## config.mk

```make
export PLATFORM = sky130hd
export DESIGN_NAME = srec_stream_parser_flat
export DESIGN_NICKNAME = d
export VERILOG_FILES = /design/src/rtl/srec_stream_parser_if.sv /design/src/rtl/srec_stream_parser.sv /design/src/flat_wrapper.sv
export SDC_FILE = /design/constraint.sdc
export NUM_CORES = 1
export LEC_CHECK = 0
export BUFFER_PORTS_ARGS = -buffer_cell sky130_fd_sc_hd__buf_2
export CORE_MARGIN = 5
export CORE_UTILIZATION = 23
export DETAILED_ROUTE_END_ITERATION = 16
export GPL_TIMING_DRIVEN = 1
export HOLD_SLACK_MARGIN = 0.1
export PLACE_DENSITY = 0.38
export RECOVER_POWER = 50
export SLEW_MARGIN = 20
export SYNTH_ARGS = -nofsm -noshare
export SYNTH_HDL_FRONTEND = slang
export SYNTH_SLANG_ARGS = --single-unit
```

## constraint.sdc

```tcl
create_clock -name clock -period 3.1 [get_ports clock]
set_input_delay 0.155 -clock clock [delete_from_list [all_inputs] [get_ports clock]]
set_output_delay 0.155 -clock clock [all_outputs]
set_load 0.03 [all_outputs]
```

## src/rtl/srec_stream_parser_if.sv

```systemverilog
// Character stream in, byte-write bus out, for the S-record parser.
interface srec_stream_parser_if #(
  parameter int unsigned ADDR_WIDTH = 32
);
  logic [7:0]            char_data;
  logic                  char_ready;
  logic [ADDR_WIDTH-1:0] write_address;
  logic [7:0]            write_byte;
  logic                  write_enable;

  modport master (output char_data, char_ready,
                  input  write_address, write_byte, write_enable);
  modport slave  (input  char_data, char_ready,
                  output write_address, write_byte, write_enable);
endinterface

```

## src/rtl/srec_stream_parser.sv

```systemverilog
// Streaming Motorola S-record parser (S0/1/2/3/5/7/8/9) for the UART boot path.
// Emits byte writes, captures the entry point and flags syntax/checksum errors.
module srec_stream_parser #(
  parameter int unsigned ADDR_WIDTH      = 32,
  parameter bit          ALLOW_LOWERCASE = 1'b1,
  parameter int unsigned LOC_WIDTH       = 16
) (
  input  logic                  clock,
  input  logic                  reset_n,
  input  logic                  clear,
  srec_stream_parser_if.slave   bus,
  output logic [ADDR_WIDTH-1:0] entry_address,
  output logic                  entry_valid,
  output logic                  in_progress,
  output logic                  done,
  output logic [15:0]           record_count,
  output logic                  format_error,
  output logic                  checksum_error,
  output logic [LOC_WIDTH-1:0]  error_location
);

  localparam int unsigned FIELD_W = 32;
  localparam logic [7:0]  CHAR_S  = 8'h53;
  localparam logic [7:0]  CHAR_CR = 8'h0D;
  localparam logic [7:0]  CHAR_LF = 8'h0A;

  typedef enum logic [3:0] {
    IDLE, TYPE, COUNT_H, COUNT_L, ADDR, DATA_H, DATA_L, CSUM_H, CSUM_L, EOL
  } state_t;

  state_t                state_q, state_d;
  logic [3:0]            type_q, type_d;
  logic [3:0]            addr_nib_q, addr_nib_d;
  logic [3:0]            nib_cnt_q, nib_cnt_d;
  logic [3:0]            hi_q, hi_d;
  logic [FIELD_W-1:0]    addr_q, addr_d;
  logic [7:0]            left_q, left_d;
  logic [7:0]            idx_q, idx_d;
  logic [7:0]            sum_q, sum_d;
  logic [ADDR_WIDTH-1:0] wr_addr_q, wr_addr_d;
  logic [7:0]            wr_byte_q, wr_byte_d;
  logic                  wr_en_q, wr_en_d;
  logic [ADDR_WIDTH-1:0] entry_address_d;
  logic                  entry_valid_d, in_progress_d, done_d;
  logic [15:0]           record_count_d;
  logic                  format_error_d, checksum_error_d;
  logic [LOC_WIDTH-1:0]  error_location_d;

  logic       hex_ok, go, is_write, is_term, is_eol;
  logic [3:0] nib;
  logic [7:0] byte_val, addr_bytes;

  // Hex digit decode of the current character
  always_comb begin
    hex_ok = 1'b0;
    nib    = 4'd0;
    if (bus.char_data >= 8'h30 && bus.char_data <= 8'h39) begin
      hex_ok = 1'b1;
      nib    = bus.char_data[3:0];
    end else if (bus.char_data >= 8'h41 && bus.char_data <= 8'h46) begin
      hex_ok = 1'b1;
      nib    = bus.char_data[3:0] + 4'd9;
    end else if (ALLOW_LOWERCASE && bus.char_data >= 8'h61 && bus.char_data <= 8'h66) begin
      hex_ok = 1'b1;
      nib    = bus.char_data[3:0] + 4'd9;
    end
  end

  assign byte_val   = {hi_q, nib};
  assign addr_bytes = 8'(addr_nib_q[3:1]);
  assign is_write   = (type_q == 4'd1) || (type_q == 4'd2) || (type_q == 4'd3);
  assign is_term    = (type_q == 4'd7) || (type_q == 4'd8) || (type_q == 4'd9);
  assign is_eol     = (bus.char_data == CHAR_CR) || (bus.char_data == CHAR_LF);
  // Once any error is latched the parser is frozen
  assign go         = bus.char_ready && !format_error && !checksum_error;

  // Next-state and datapath
  always_comb begin
    state_d          = state_q;
    type_d           = type_q;
    addr_nib_d       = addr_nib_q;
    nib_cnt_d        = nib_cnt_q;
    hi_d             = hi_q;
    addr_d           = addr_q;
    left_d           = left_q;
    idx_d            = idx_q;
    sum_d            = sum_q;
    wr_addr_d        = wr_addr_q;
    wr_byte_d        = wr_byte_q;
    wr_en_d          = 1'b0;
    entry_address_d  = entry_address;
    entry_valid_d    = entry_valid;
    in_progress_d    = in_progress;
    done_d           = done;
    record_count_d   = record_count;
    format_error_d   = format_error;
    checksum_error_d = checksum_error;
    error_location_d = error_location;

    if (clear) begin
      state_d          = IDLE;
      type_d           = 4'd0;
      addr_nib_d       = 4'd0;
      nib_cnt_d        = 4'd0;
      hi_d             = 4'd0;
      addr_d           = '0;
      left_d           = 8'd0;
      idx_d            = 8'd0;
      sum_d            = 8'd0;
      wr_addr_d        = '0;
      wr_byte_d        = 8'd0;
      entry_address_d  = '0;
      entry_valid_d    = 1'b0;
      in_progress_d    = 1'b0;
      done_d           = 1'b0;
      record_count_d   = 16'd0;
      format_error_d   = 1'b0;
      checksum_error_d = 1'b0;
      error_location_d = '0;
    end else if (go) begin
      if (error_location != '1) error_location_d = error_location + LOC_WIDTH'(1);
      unique case (state_q)
        IDLE: begin
          if (bus.char_data == CHAR_S) state_d = TYPE;
          else if (!is_eol)            format_error_d = 1'b1;
        end
        TYPE: begin
          type_d  = bus.char_data[3:0];
          addr_d  = '0;
          sum_d   = 8'd0;
          idx_d   = 8'd0;
          state_d = COUNT_H;
          case (bus.char_data)
            8'h30, 8'h35, 8'h39: addr_nib_d = 4'd4;
            8'h31: begin addr_nib_d = 4'd4; in_progress_d = 1'b1; end
            8'h32: begin addr_nib_d = 4'd6; in_progress_d = 1'b1; end
            8'h33: begin addr_nib_d = 4'd8; in_progress_d = 1'b1; end
            8'h38: addr_nib_d = 4'd6;
            8'h37: addr_nib_d = 4'd8;
            default: begin format_error_d = 1'b1; state_d = TYPE; end
          endcase
        end
        COUNT_H, DATA_H, CSUM_H: begin
          if (!hex_ok) format_error_d = 1'b1;
          else begin
            hi_d = nib;
            state_d = (state_q == COUNT_H) ? COUNT_L :
                      (state_q == DATA_H)  ? DATA_L  : CSUM_L;
          end
        end
        COUNT_L: begin
          if (!hex_ok || byte_val < addr_bytes + 8'd1) format_error_d = 1'b1;
          else begin
            sum_d     = byte_val;
            left_d    = byte_val - addr_bytes - 8'd1;
            nib_cnt_d = addr_nib_q;
            state_d   = ADDR;
          end
        end
        ADDR: begin
          if (!hex_ok) format_error_d = 1'b1;
          else begin
            addr_d    = {addr_q[FIELD_W-5:0], nib};
            nib_cnt_d = nib_cnt_q - 4'd1;
            // Odd remaining count marks the low nibble of an address byte
            if (nib_cnt_q[0]) sum_d = sum_q + {addr_q[3:0], nib};
            if (nib_cnt_q == 4'd1) state_d = (left_q == 8'd0) ? CSUM_H : DATA_H;
          end
        end
        DATA_L: begin
          if (!hex_ok) format_error_d = 1'b1;
          else begin
            sum_d  = sum_q + byte_val;
            idx_d  = idx_q + 8'd1;
            left_d = left_q - 8'd1;
            if (is_write) begin
              wr_en_d   = 1'b1;
              wr_byte_d = byte_val;
              wr_addr_d = ADDR_WIDTH'(addr_q) + ADDR_WIDTH'(idx_q);
            end
            state_d = (left_q == 8'd1) ? CSUM_H : DATA_H;
          end
        end
        CSUM_L: begin
          if (!hex_ok) format_error_d = 1'b1;
          else if (~sum_q != byte_val) checksum_error_d = 1'b1;
          else begin
            if (record_count != 16'hFFFF) record_count_d = record_count + 16'd1;
            if (is_term) begin
              entry_address_d = ADDR_WIDTH'(addr_q);
              entry_valid_d   = 1'b1;
              done_d          = 1'b1;
              in_progress_d   = 1'b0;
            end
            state_d = EOL;
          end
        end
        EOL: begin
          if (is_eol) state_d = IDLE;
          else        format_error_d = 1'b1;
        end
        default: state_d = IDLE;
      endcase
    end
  end

  // State and output registers
  always_ff @(posedge clock or negedge reset_n) begin
    if (!reset_n) begin
      state_q        <= IDLE;
      type_q         <= 4'd0;
      addr_nib_q     <= 4'd0;
      nib_cnt_q      <= 4'd0;
      hi_q           <= 4'd0;
      addr_q         <= '0;
      left_q         <= 8'd0;
      idx_q          <= 8'd0;
      sum_q          <= 8'd0;
      wr_addr_q      <= '0;
      wr_byte_q      <= 8'd0;
      wr_en_q        <= 1'b0;
      entry_address  <= '0;
      entry_valid    <= 1'b0;
      in_progress    <= 1'b0;
      done           <= 1'b0;
      record_count   <= 16'd0;
      format_error   <= 1'b0;
      checksum_error <= 1'b0;
      error_location <= '0;
    end else begin
      state_q        <= state_d;
      type_q         <= type_d;
      addr_nib_q     <= addr_nib_d;
      nib_cnt_q      <= nib_cnt_d;
      hi_q           <= hi_d;
      addr_q         <= addr_d;
      left_q         <= left_d;
      idx_q          <= idx_d;
      sum_q          <= sum_d;
      wr_addr_q      <= wr_addr_d;
      wr_byte_q      <= wr_byte_d;
      wr_en_q        <= wr_en_d;
      entry_address  <= entry_address_d;
      entry_valid    <= entry_valid_d;
      in_progress    <= in_progress_d;
      done           <= done_d;
      record_count   <= record_count_d;
      format_error   <= format_error_d;
      checksum_error <= checksum_error_d;
      error_location <= error_location_d;
    end
  end

  assign bus.write_address = wr_addr_q;
  assign bus.write_byte    = wr_byte_q;
  assign bus.write_enable  = wr_en_q;

endmodule

```

## src/flat_wrapper.sv

```systemverilog
// flat-port wrapper written by rule: the top's interface ports become plain ports
module srec_stream_parser_flat 
#(
  parameter int unsigned ADDR_WIDTH      = 32,
  parameter bit          ALLOW_LOWERCASE = 1'b1,
  parameter int unsigned LOC_WIDTH       = 16
)
  (clock, reset_n, clear, entry_address, entry_valid, in_progress, done, record_count, format_error, checksum_error, error_location, bus_char_data, bus_char_ready, bus_write_address, bus_write_byte, bus_write_enable);
  srec_stream_parser_if #(.ADDR_WIDTH(ADDR_WIDTH)) bus_i ();
  input  logic clock;
  input  logic reset_n;
  input  logic clear;
  output logic [ADDR_WIDTH-1:0] entry_address;
  output logic entry_valid;
  output logic in_progress;
  output logic done;
  output logic [15:0] record_count;
  output logic format_error;
  output logic checksum_error;
  output logic [LOC_WIDTH-1:0] error_location;
  input wire logic [$bits(bus_i.char_data)-1:0] bus_char_data;
  input wire logic [$bits(bus_i.char_ready)-1:0] bus_char_ready;
  output wire logic [$bits(bus_i.write_address)-1:0] bus_write_address;
  output wire logic [$bits(bus_i.write_byte)-1:0] bus_write_byte;
  output wire logic [$bits(bus_i.write_enable)-1:0] bus_write_enable;
  assign bus_i.char_data = bus_char_data;
  assign bus_i.char_ready = bus_char_ready;
  assign bus_write_address = bus_i.write_address;
  assign bus_write_byte = bus_i.write_byte;
  assign bus_write_enable = bus_i.write_enable;
  srec_stream_parser #(.ADDR_WIDTH(ADDR_WIDTH), .ALLOW_LOWERCASE(ALLOW_LOWERCASE), .LOC_WIDTH(LOC_WIDTH)) u_core (.clock(clock), .reset_n(reset_n), .clear(clear), .bus(bus_i), .entry_address(entry_address), .entry_valid(entry_valid), .in_progress(in_progress), .done(done), .record_count(record_count), .format_error(format_error), .checksum_error(checksum_error), .error_location(error_location));
endmodule
```

# Word-level counts from Yosys, hierarchy flattened
# Cells that the tools add are included.
word_totals:
  reg_bits: 185
  in_bits: 12
  output_inout_bits: 110
  word_cells: 260
classes:
  add_sub_neg: 12
  order_cmp: 7
  eq_ne: 48
  n_mux: 115
  bitwise: 1
  n_reduce_logical: 58
op_table:
  columns: ["op", "n"]
  rows:
  - ["32-bit 2-to-1 mux", 14]
  - ["16-bit 2-to-1 mux", 9]
  - ["8-bit 2-to-1 mux", 18]
  - ["4-bit 2-to-1 mux", 30]
  - ["8-bit by 6-bit == test with 1-bit output, second input constant", 8]
  - ["32-bit one-hot mux with 2 select lines", 1]
  - ["16-bit by 1-bit adder with 16-bit output, second input constant", 2]
  - ["32-bit by 8-bit adder with 32-bit output", 1]
  - ["1-bit 2-to-1 mux", 32]
  - ["16-bit inequality test, second input constant", 2]
  - ["4-bit one-hot mux with 8 select lines", 1]
  - ["8-bit one-hot mux with 2 select lines", 2]
  - ["8-bit one-hot mux with 4 select lines", 1]
  - ["3-bit by 2-bit inequality test with 1-bit output, second input constant", 10]
  - ["2-bit nonzero test", 11]
  - ["4-bit by 3-bit == test with 1-bit output, second input constant", 5]
  - ["3-bit inequality test, second input constant", 6]
  - ["6-bit AND reduction", 3]
  - ["8-bit adder", 2]
  - ["4-bit by 2-bit == test with 1-bit output, second input constant", 4]
  - ["4-bit == test, second input constant", 4]
  - ["8-bit by 4-bit == test with 1-bit output, second input constant", 2]
  - ["8-bit by 7-bit greater-or-equal comparator with 1-bit output, second input constant", 2]
  - ["8-bit by 7-bit less-or-equal comparator with 1-bit output, second input constant", 2]
  - ["other kinds (39)", 69]

# Longest topological paths before layout
depth:
  ltp_word: 11
  ltp_mapped: 16
  ltp_nobuf: 15

# Least setup slack after synthesis
# No wires, ideal clock.
synth_path:
  path_kind: "input to register"
  from: "input port bus_char_data[3]"
  to: "register u_core.left_q[4]"
  setup_ns: 0.126
  arrival_ns: 3.153
  t_required_ns: 2.974
  path_slack_ns: -0.180
  cell_stages: 11
  path_buffers: 0
  cell_sequence: "or4b_4 a311oi_4 a22oi_1 inv_1 ha_1 nor2b_1 o31ai_1 a21oi_1 o21ai_1 a2111oi_0 a311o_1"
synth_via:
  elab_chain_len: 11
  elab_cells_between_ends: 28
  classes_between: "add/sub: 3; order compare: 7; eq/ne: 2; mux: 10; reduce/logical: 6"
synth_rtl:
  columns: ["element", "line", "source"]
  rows:
  - ["start, declared", "flat_wrapper.sv:21", "input wire logic [$bits(bus_i.char_data)-1:0] bus_char_data;"]
  - ["8-bit by 7-bit greater-or-equal comparator with 1-bit output / 8-bit by 7-bit less-or-equal comparator with 1-bit output (equally long branches)", "srec_stream_parser.sv:63", "end else if (ALLOW_LOWERCASE && bus.char_data >= 8'h61 && bus.char_data <= 8'h66) begin"]
  - ["1-bit logical AND", "srec_stream_parser.sv:63", null]
  - ["4-bit 2-to-1 mux", "srec_stream_parser.sv:63", null]
  - ["4-bit 2-to-1 mux", "srec_stream_parser.sv:60", "end else if (bus.char_data >= 8'h41 && bus.char_data <= 8'h46) begin"]
  - ["4-bit 2-to-1 mux", "srec_stream_parser.sv:57", "if (bus.char_data >= 8'h30 && bus.char_data <= 8'h39) begin"]
  - ["8-bit by 3-bit subtractor with 8-bit output", "srec_stream_parser.sv:155", "left_d = byte_val - addr_bytes - 8'd1;"]
  - ["8-bit by 1-bit subtractor with 8-bit output", "srec_stream_parser.sv:155", null]
  - ["8-bit 2-to-1 mux", "srec_stream_parser.sv:152", "if (!hex_ok || byte_val < addr_bytes + 8'd1) format_error_d = 1'b1;"]
  - ["8-bit one-hot mux with 2 select lines", "srec_stream_parser.sv:122", "unique case (state_q)"]
  - ["8-bit 2-to-1 mux", "srec_stream_parser.sv:120", "end else if (go) begin"]
  - ["8-bit 2-to-1 mux", "srec_stream_parser.sv:100", "if (clear) begin"]
  - ["end signal, assigned", "srec_stream_parser.sv:237", "left_q <= left_d;"]
  - ["end, declared", "srec_stream_parser.sv:37", "logic [7:0] left_q, left_d;"]
# Several ways; a longest one is shown, not always the timed one. The select of a mux whose other input is x is not followed.
# A chain may end at the register's enable or synchronous reset.

# Worst setup path after layout
# Ends and elaborated chain as after synthesis.

==> metrics.md <==
| Metric | Value |
|---|---|
| Status | `finished with violations` |
| Failing checks | `capacitance limit, slew limit` |
| Die area | `49050 um2` |
| Worst-Margin Slew | `2.073 ns` |
| Sequential area share after synthesis | `44.77%` |
| Post-Syn Instances | `1077` |
| Setup TNS | `0 ns` |
| Final Net Count | `1309` |
| Routed Antenna Nets | `0` |
| Sequential cell area | `4604 um2` |
| Grt ovf | `0` |
| Slew Limit Headroom | `-38.18%` |
| Synth warnings | `0` |
| I/O Pins | `122` |
| Max_cap viols | `1` |
| Final Max Tran Viols | `75` |
| Vias in the first global route | `8853` |
| Clk pin slew, worst setup/hold paths | `0.08 ns` |
| Critical path data arrival time | `3.34 ns` |
| Total Power | `5.553 mW` |
| Final core utilization | `29.18%` |
| PortBufs | `121` |
| Via Count | `a little under 9000` |
| Crit end category | `flop` |
| Synth area leader | `dfrtp_1` |
| Hold Crit Depth | `5` |
| Sequence of cells on the critical path | `buf_2, dlygate4sd3_1, buf_4, a21oi_1, a21oi_1, inv_1, ha_1, inv_1, fa_1, nor2b_1, nor4_1, xnor2_1, a2111oi_0, a311o_1` |
| Iter 0 DRT Violations | `between 400 and 500` |
| Power Density | `approximately 430 nW/um2` |
| Fmax | `342.9 MHz` |
| Initial antenna violation count | `0` |
| Synth area leaders | `dfrtp_1 (45%), nand2_1 (4.5%), ha_1 (4.3%)` |
| Share of the synthesized area in the top cell type | `~45%` |
| Largest net degree at the start of global routing | `77` |
| Vias/cell | `4.638` |
| Clock Skew | `between 0.015 and 0.02 ns` |
| Most frequent cell after synthesis | `dfrtp_1` |
| Fraction of registers with async set/reset | `100.0%` |
| Htree depth | `4` |
| CP max FO | `13` |
| Final-report setup violation count | `0` |
| Ratio of final minimum period to clock period | `94.08%` |
| Hold Fails Final Rpt | `0` |
| Synth cell types | `70` |
| Synthesized area | `10280 um2` |
| Total CTS buffers | `17` |
| Predominant post-synthesis flop cell | `dfrtp_1` |
| Reg2Reg Depth | `10` |
| Core area | `44220 um2` |
| WL/cell | `17.95 um` |
| Min cycle time layout | `~2.9 ns` |
| Avg Cell Area, Syn | `9.550 um2` |
| FF+latch count, synth | `184` |
| CTS sink count | `approximately 180` |
| Die width | `221.5 um` |
| Min Hold Slack | `between 0.2 and 0.25 ns` |
| DP HPWL | `24550 um` |
| Initial Util | `23.26%` |
| Max incr delay on CP | `0.62 ns` |
| Diode count | `0` |
| Worst skew pair latency | `0.49 ns` |
| First-pass GRT wire length | `around 53000 um` |
| TritonRoute pass-1 iters | `4` |
| Worst VDD drop | `slightly above 0.3 mV` |
| Die H | `221.5 um` |
| Number of remaining DRC errors | `0` |
| Setup crit start kind | `input pin` |
| Hold Path Class | `in2reg` |
| Cell Rows | `77` |
| Clk buf depth | `2` |
| Critical Path RT | `around 3.5 ns` |
| R2r setup slk | `0.46 ns` |
| Tot GR Track Use | `13.67%` |
| LEAKAGE | `between 5 and 6 nW` |
| CTS tree | `built` |
| Area delta synth->final | `25.45%` |
| Ratio of cells with drive above 1 in the final layout | `between 10% and 20%` |
| Routed wire length | `roughly 33000 um` |
| Number of synthesized flops with an enable pin | `0` |
| Crit Path Class | `in2reg` |
| Fillcell total | `4733` |
| Root Buffer | `clkbuf_16` |
| Placer congestion estimate | `0.7883` |
| Post-Syn Nets | `1127` |
| Area of the multi-input gates | `approximately 5300 um2` |
| Synth cell count leaders | `dfrtp_1 (184), nand2_1 (123), nor2_1 (76), inv_1 (60), o21ai_0 (59)` |
| Worst path slowest cell | `a2111oi_0` |
-- report_power, final --
part | switching (mW) | internal [mW]
logic | 0.433 | 0.279
registers | 0.0501 | 2.43
clock network | 1.13 | 1.23
total | 1.61 | 3.94
-- cells by family (layout without fill, tap and decap cells) --
logic type                 count (synthesis)  after routing  synth area share [%]
DFF                                      184            184                 44.77
muxes                                     55             55                 5.791
and+or+nand+nor                          368            368                 17.99
buffers and inverters                    117            312                 4.416
adders and majority gates                 38             38                 4.842
xor gates and xnor gates                  67             67                 5.706
AOI/OAI and AO/OA                        248            248                 16.48
-- area by class of cell --
| cell class | count | area share (%) |
|---|---|---|
| timing repair buffer | 219 | 10.85 |
| tap | 592 | 5.741 |
| inverter | 61 | 1.775 |
| clock inverter | 14 | 1.406 |
| clock buffer | 18 | 3.326 |
| sequential | 184 | 35.69 |
| multi-input combinational | 776 | 41.21 |
-- worst paths after layout --
path                                                     startpoint                                       end
setup / recovery                                   bus_char_data[3]              u_core.left_q[4]$_DFFE_PN0P_
setup reg to reg                   u_core.addr_nib_q[2]$_DFFE_PN0P_              u_core.left_q[4]$_DFFE_PN0P_
hold reg to reg            u_core.bus.write_address[13]$_DFFE_PN0P_  u_core.bus.write_address[13]$_DFFE_PN0P_
max in group asynchronous                                   reset_n      u_core.bus.write_byte[4]$_DFFE_PN0P_
hold / removal                                     bus_char_data[5]           u_core.format_error$_DFFE_PN0P_
min in group asynchronous                                   reset_n      u_core.entry_address[12]$_DFFE_PN0P_
-- layer usage --
| metal | up-vias | share of wire, % | GRT usage [%] | routed length, um |
|---|---|---|---|---|
| li1 | 4233 | - | - | - |
| met1 | 4262 | 47 | 18.21 | 15730 |
| met2 | 125 | 48 | 22.57 | 16200 |
| met3 | 25 | 3.1 | 2.703 | 1039 |
| met4 | 0 | 1.5 | 4.136 | 488 |
| met5 | - | 0 | 0 | 0 |
-- worst max-delay path, delay by kind of cell --
family | cells | cell delay [ns]
compound gates | 4 | 1.24
xor+xnor | 1 | 0.16
fa+ha+maj | 2 | 0.56
buf+inv | 5 | 0.99
simple gates | 2 | 0.23
-- flip-flops by register name, indices dropped and copies added, names as in the netlist, 3 cells and up --
register                  flops
u_core.left_q                 8
u_core.addr_q                32
u_core.state_q                4
u_core.bus.write_address     32
u_core.idx_q                  8
u_core.hi_q                   4
u_core.nib_cnt_q              4
u_core.error_location        16
u_core.sum_q                  8
u_core.bus.write_byte         8
u_core.addr_nib_q             3
u_core.record_count          16
u_core.entry_address         32
u_core.type_q                 4
-- layout by cell type (no fill, tap or decap), drive strengths merged, types with 5 or more instances in the layout --
master,instances
o21ai,62
nor3b,10
inv,68
mux2i,34
or4,10
nand4,23
nand3,37
ha,35
buf,158
a31oi,8
a21oi,57
dlygate4sd3,6
xnor2,45
nand2,124
nor2,77
xor2,22
o21a,7
or3,7
and3,15
o31ai,13
o21bai,5
a211oi,8
nor4,7
a2111oi,5
mux2,21
nor3,21
a22o,40
clkbuf,73
dfrtp,184
a21o,8
and4,10
-- repair_timing --
action / 4_1_cts / 5_1_grt
endpoints found under the hold margin: 78 / 0
endpoints found under the setup margin: 0 / 36
hold buffers: 6 / 0
buffers inserted: 0 / 3
resized for setup: 0 / 8
-- through the flow --
stage,instance area (um2),cells,setup WS [ns]
floorplan,10300,1077,0.002893
global placement,12250,1823,-0.3111
detailed placement,12250,1823,-0.3399
CTS,12920,1861,0.04394
global route,12900,1864,-0.001980
finish,12900,1864,0.1836
No activity file was read; power rests on OpenSTA's default activity.
